<file path="config.mk">
export PLATFORM = sky130hd
export DESIGN_NAME = id_ex_reg
export DESIGN_NICKNAME = d
export VERILOG_FILES = /design/src/rtl/riscv_pkg.sv /design/src/rtl/flopenrc.sv /design/src/rtl/id_ex_reg.sv
export SDC_FILE = /design/constraint.sdc
export NUM_CORES = 1
export LEC_CHECK = 0
export CORE_AREA = 2 2 145 147
export CTS_CLUSTER_DIAMETER = 200
export DETAILED_ROUTE_END_ITERATION = 6
export DIE_AREA = 0 0 147 149
export PLACE_DENSITY = 0.84
export SKIP_LAST_GASP = 1
export SLEW_MARGIN = 20
export SYNTH_ARGS = -nofsm -noshare
export SYNTH_HDL_FRONTEND = slang
export SYNTH_SLANG_ARGS = --single-unit
</file>
<file path="constraint.sdc">
create_clock -name clk -period 3.1 [get_ports clk]
set_input_delay 0.31 -clock clk [delete_from_list [all_inputs] [get_ports clk]]
set_output_delay 0.31 -clock clk [all_outputs]
set_load 0.1 [all_outputs]
</file>
<file path="src/rtl/riscv_pkg.sv">
// Shared RISC-V pipeline encodings and the ID/EX control bundle.
package riscv_pkg;

    typedef enum logic [1:0] {
        ResultAlu = 2'b00,
        ResultMem = 2'b01,
        ResultPc4 = 2'b10
    } result_src_e;

    typedef enum logic [2:0] {
        AluAdd = 3'b000,
        AluSub = 3'b001,
        AluAnd = 3'b010,
        AluOr  = 3'b011,
        AluSlt = 3'b101
    } alu_ctrl_e;

    typedef struct packed {
        logic       valid;
        logic       regwrite;
        logic       memwrite;
        logic       jump;
        logic       branch;
        logic       alusrc;
        logic [1:0] resultsrc;
        logic [2:0] alucontrol;
    } ctrl_t;

    localparam int unsigned CTRL_W = $bits(ctrl_t);
    localparam int unsigned REGIDX_W = 15;

    // A load in EX whose destination feeds either source of the decode instruction.
    function automatic logic load_hazard(input ctrl_t ctrl_e, input logic [4:0] rd_e,
                                         input logic [4:0] rs1_d, input logic [4:0] rs2_d);
        return ctrl_e.valid && (ctrl_e.resultsrc == ResultMem) && (rd_e != 5'd0) &&
               ((rd_e == rs1_d) || (rd_e == rs2_d));
    endfunction

endpackage

</file>
<file path="src/rtl/flopenrc.sv">
// Enabled register with synchronous clear and asynchronous active-low reset.
module flopenrc #(
    parameter int unsigned WIDTH = 8
) (
    input  logic             clk,
    input  logic             rst_n,
    input  logic             en,
    input  logic             clr,
    input  logic [WIDTH-1:0] d,
    output logic [WIDTH-1:0] q
);

    always_ff @(posedge clk or negedge rst_n) begin
        if (!rst_n) begin
            q <= '0;
        end else if (clr) begin
            q <= '0;
        end else if (en) begin
            q <= d;
        end
    end

endmodule

</file>
<file path="src/rtl/id_ex_reg.sv">
// ID/EX pipeline register with flush, stall and combinational load-use detection.
// Optional bubble counter enabled by defining IDEX_PERF_CNT_EN.
module id_ex_reg
    import riscv_pkg::*;
#(
    parameter int unsigned XLEN = 32,
    parameter int unsigned PCW  = 32
) (
    input  logic            clk,
    input  logic            rst_n,
    input  logic            EnE,
    input  logic            FlushE,
    input  logic            ValidD,
    input  logic            RegWriteD,
    input  logic            MemWriteD,
    input  logic            JumpD,
    input  logic            BranchD,
    input  logic            ALUSrcD,
    input  logic [1:0]      ResultSrcD,
    input  logic [2:0]      ALUControlD,
    input  logic [XLEN-1:0] RD1D,
    input  logic [XLEN-1:0] RD2D,
    input  logic [XLEN-1:0] ImmExtD,
    input  logic [PCW-1:0]  PCD,
    input  logic [PCW-1:0]  PCPlus4D,
    input  logic [4:0]      Rs1D,
    input  logic [4:0]      Rs2D,
    input  logic [4:0]      RdD,
    output logic            ValidE,
    output logic            RegWriteE,
    output logic            MemWriteE,
    output logic            JumpE,
    output logic            BranchE,
    output logic            ALUSrcE,
    output logic [1:0]      ResultSrcE,
    output logic [2:0]      ALUControlE,
    output logic [XLEN-1:0] RD1E,
    output logic [XLEN-1:0] RD2E,
    output logic [XLEN-1:0] ImmExtE,
    output logic [PCW-1:0]  PCE,
    output logic [PCW-1:0]  PCPlus4E,
    output logic [4:0]      Rs1E,
    output logic [4:0]      Rs2E,
    output logic [4:0]      RdE,
    output logic            LoadUseD
`ifdef IDEX_PERF_CNT_EN
    ,
    output logic [31:0]     BubbleCntE
`endif
);

    localparam int unsigned DATA_W = 3 * XLEN + 2 * PCW;

    ctrl_t                ctrl_d, ctrl_q;
    logic [REGIDX_W-1:0]  idx_q;
    logic [DATA_W-1:0]    data_q;
    logic                 bubble_load;
    logic                 ctrl_en;
    logic                 data_en;

    // Flush wins over stall; an invalid decode slot only bubbles when the register loads.
    assign bubble_load = FlushE || (EnE && !ValidD);
    assign ctrl_en     = EnE || FlushE;
    // Data/PC fields are don't-care in a bubble, so they simply hold.
    assign data_en     = EnE && !FlushE && ValidD;

    always_comb begin
        ctrl_d            = '0;
        ctrl_d.valid      = ValidD;
        ctrl_d.regwrite   = RegWriteD;
        ctrl_d.memwrite   = MemWriteD;
        ctrl_d.jump       = JumpD;
        ctrl_d.branch     = BranchD;
        ctrl_d.alusrc     = ALUSrcD;
        ctrl_d.resultsrc  = ResultSrcD;
        ctrl_d.alucontrol = ALUControlD;
    end

    flopenrc #(.WIDTH(CTRL_W)) u_ctrl (
        .clk   (clk),
        .rst_n (rst_n),
        .en    (ctrl_en),
        .clr   (bubble_load),
        .d     (ctrl_d),
        .q     (ctrl_q)
    );

    flopenrc #(.WIDTH(REGIDX_W)) u_idx (
        .clk   (clk),
        .rst_n (rst_n),
        .en    (ctrl_en),
        .clr   (bubble_load),
        .d     ({Rs1D, Rs2D, RdD}),
        .q     (idx_q)
    );

    flopenrc #(.WIDTH(DATA_W)) u_data (
        .clk   (clk),
        .rst_n (rst_n),
        .en    (data_en),
        .clr   (1'b0),
        .d     ({RD1D, RD2D, ImmExtD, PCD, PCPlus4D}),
        .q     (data_q)
    );

    assign ValidE      = ctrl_q.valid;
    assign RegWriteE   = ctrl_q.regwrite;
    assign MemWriteE   = ctrl_q.memwrite;
    assign JumpE       = ctrl_q.jump;
    assign BranchE     = ctrl_q.branch;
    assign ALUSrcE     = ctrl_q.alusrc;
    assign ResultSrcE  = ctrl_q.resultsrc;
    assign ALUControlE = ctrl_q.alucontrol;
    assign {Rs1E, Rs2E, RdE} = idx_q;
    assign {RD1E, RD2E, ImmExtE, PCE, PCPlus4E} = data_q;

    assign LoadUseD = load_hazard(ctrl_q, RdE, Rs1D, Rs2D);

`ifdef IDEX_PERF_CNT_EN
    logic [31:0] bubble_cnt_q;

    always_ff @(posedge clk or negedge rst_n) begin
        if (!rst_n) begin
            bubble_cnt_q <= '0;
        end else if (bubble_load && (bubble_cnt_q != 32'hFFFF_FFFF)) begin
            bubble_cnt_q <= bubble_cnt_q + 32'd1;
        end
    end

    assign BubbleCntE = bubble_cnt_q;
`endif

endmodule

</file>
==> out/metrics.csv <==
metric,value,unit
vias in the first global route,6293,
first-pass GRT wire length,32.4,mm
mean instance size in the synthesized netlist,9.37,sq um
number of filler instances in the final layout,1760,
maximum number of pins on one net before global-route repair,100,
area post-placement,11000,sq um
deepest level of the CTS H-tree,4,
outcome,"finished, final reports clean",
count of non-filler cells in the finished layout,1407,
Post-Syn Instances,756,
Iteration-0 DRC Markers,251,
total clock buffers created by CTS,17,
postcts setup bufs,0,
full die area,21900,sq um
sum of overflow across all layers after global routing,0,
number of hold buffers added after CTS,1,
clock-pin transition on the worst setup and hold timing paths,70,ps
CP Capture Type,output port,
critical path data required time,2790,ps
unique cell type count in the Yosys netlist,15,
overall die height,149,microns
leading register cell type out of synthesis,sky130_fd_sc_hd__dfrtp_1,
max-slew violation count,0,
number of antenna violations at the first check in global routing,0,
"Cell Area, Synth",7080,sq um
clock tree skew after final layout,0,ps
initial cell density of the core,0.345,
reg2reg start,u_idx.q[1]$_DFFE_PN0P_,
R2R setup slack,2300,ps
area grow syn2layout,64.3,%
Die X,147,microns
# DRC,0,
placeable core region,20600,sq um
share of post-route cells with drive strength above 1,0.0592,
Fin. Hold Viols,0,
via-per-instance ratio,4.46,
net count reported at finish,1309,
Row Count,53,
count of inserted antenna diode cells,0,
#FFs+latches synth,186,
remaining max-slew budget at the tightest pin,0.320,
Hold/Removal Path Class,input port to async pin,
register area share after synthesis,0.657,
top-level I/O count,377,
Area contributors post-synth,"sky130_fd_sc_hd__dfrtp_1, sky130_fd_sc_hd__nand2_1, sky130_fd_sc_hd__a22o_1",
PostCTS Resize Cnt,0,
asr flop ratio synth,1.00,
Max-cap violations,0,
Routability Congestion,0.852,
nature of the critical path startpoint,flip-flop,
Synthesis Warnings,0,
routed wire length,20.7,mm
TritonCTS clock tree,yes,
setup violation total in the final timing report,0,
power per cell area,791,nW/um^2
number of enable-type register cells in the synthesized netlist,0,
static leakage,5.69,nW
largest vdd supply drop,0.000456,V
Routed WL per cell,14.7,microns
data arrival time of the critical path,1980,ps
Max Fclk,437,MHz
sum of negative setup slack,0,ps
cell chosen for the clock root,sky130_fd_sc_hd__clkbuf_16,
dpl cells,1374,
path type of the worst setup path,flip-flop to output port,
setup repair after global routing missed its margin,no,
largest fanout of any net on the critical path,5,
most common cell in the synthesized netlist,sky130_fd_sc_hd__nand2_1,
design area,11600,sq um
remaining antenna violation count after routing,0,
number of port buffers,376,
Critical R2R Capture,u_idx.q[1]$_DFFE_PN0P_,
fin crit period,2290,ps
fraction of the cycle the final worst path needs,0.737,
clk sinks,186,
detailed-routing iteration count for the pre-antenna-repair pass,4,
DP HPWL,14.8,mm
slew at the pin closest to its max-slew limit,1020,ps
worst skew pair latency,410,ps
share of the synthesized area in the top cell type,0.657,
R2R depth,1,
routed vias,6269,
all-layer global routing usage,0.186,
cell type with the highest aggregate area in the netlist,sky130_fd_sc_hd__dfrtp_1,
top post-synthesis cells by count,"sky130_fd_sc_hd__nand2_1, sky130_fd_sc_hd__dfrtp_1, sky130_fd_sc_hd__a22o_1",
net count of the mapped netlist,946,
clock buffer depth,2,
[worst max path at each step]
stage                            from                        to  slack, ps  cells past startpoint
2_1_floorplan  u_idx.q[0]$_DFFE_PN0P_                  LoadUseD        480                      4
4_1_cts        u_idx.q[1]$_DFFE_PN0P_                  LoadUseD        780                      4
6_report       u_idx.q[1]$_DFFE_PN0P_                  LoadUseD        810                      4
3_5_place_dp                   FlushE  u_data.q[31]$_DFFE_PN0P_       1020                      5
5_1_grt        u_idx.q[1]$_DFFE_PN0P_                  LoadUseD        700                      4
3_3_place_gp                  Rs2D[1]                  LoadUseD       1050                      6
[state kept, by name (all words and copies together), names as in the netlist]
register	flops
u_ctrl.q	11
u_idx.q	15
u_data.q	160
[power breakdown]
group | total (W) | switching (W) | internal [W]
Clock | 0.00222 | 0.00102 | 0.00119
Combinational | 0.00403 | 0.00311 | 0.000919
Sequential | 0.00296 | 0.000187 | 0.00277
Total | 0.00920 | 0.00432 | 0.00488
[cell families (layout without fill, tap and decap cells)]
logic type      Yosys count  count (layout)  synth area share
compound gates           27              27            0.0323
xor+xnor                 10              10            0.0124
buf+inv                  40             416            0.0355
flops                   186             186             0.657
simple gates            493             493             0.263
[cells in the final DEF, fill, tap and decap left out, drive strengths merged, types with 3 or more instances in the layout]
master,synthesis,layout
inv,0,6
xnor2,4,4
xor2,6,6
clkbuf,9,19
a22o,25,25
buf,31,32
nor2,3,3
nand2,484,484
clkinv,0,5
dfrtp,186,186
clkdlybuf4s50,0,351
[metrics by stage]
step / hold WS [ps] / power, W / setup slack, ps / utilization
after floorplan: 14.4 / 0.00589 / 475 / -
after global placement: 272 / 0.00700 / 1050 / 0.536
after detailed placement: 277 / 0.00704 / 1020 / 0.536
after CTS: 384 / 0.00929 / 783 / 0.566
after global routing: 390 / 0.00956 / 704 / 0.566
final: 389 / 0.00920 / 814 / 0.566
[metal layers]
layer  GRT usage  wire [microns]
met1       0.225            8500
met5           0               0
met4      0.0659             528
met2       0.301            9720
met3      0.0746            1920
[worst max-delay path, stage by stage (launching register included)]
cell,delay [ps]
sky130_fd_sc_hd__dfrtp_1,460
sky130_fd_sc_hd__or4_1,530
sky130_fd_sc_hd__o21ai_0,250
sky130_fd_sc_hd__a21oi_2,80
sky130_fd_sc_hd__buf_4,240
[layout make-up]
cell class	instances	area, sq um	area share
Clock buffer	19	453	0.0389
Clock inverter	13	151	0.0130
Multi-Input combinational cell	530	2190	0.188
Sequential cell	186	4650	0.400
Tap cell	275	344	0.0296
Timing Repair Buffer	384	3840	0.330
No activity file was read; power rests on OpenSTA's default activity.
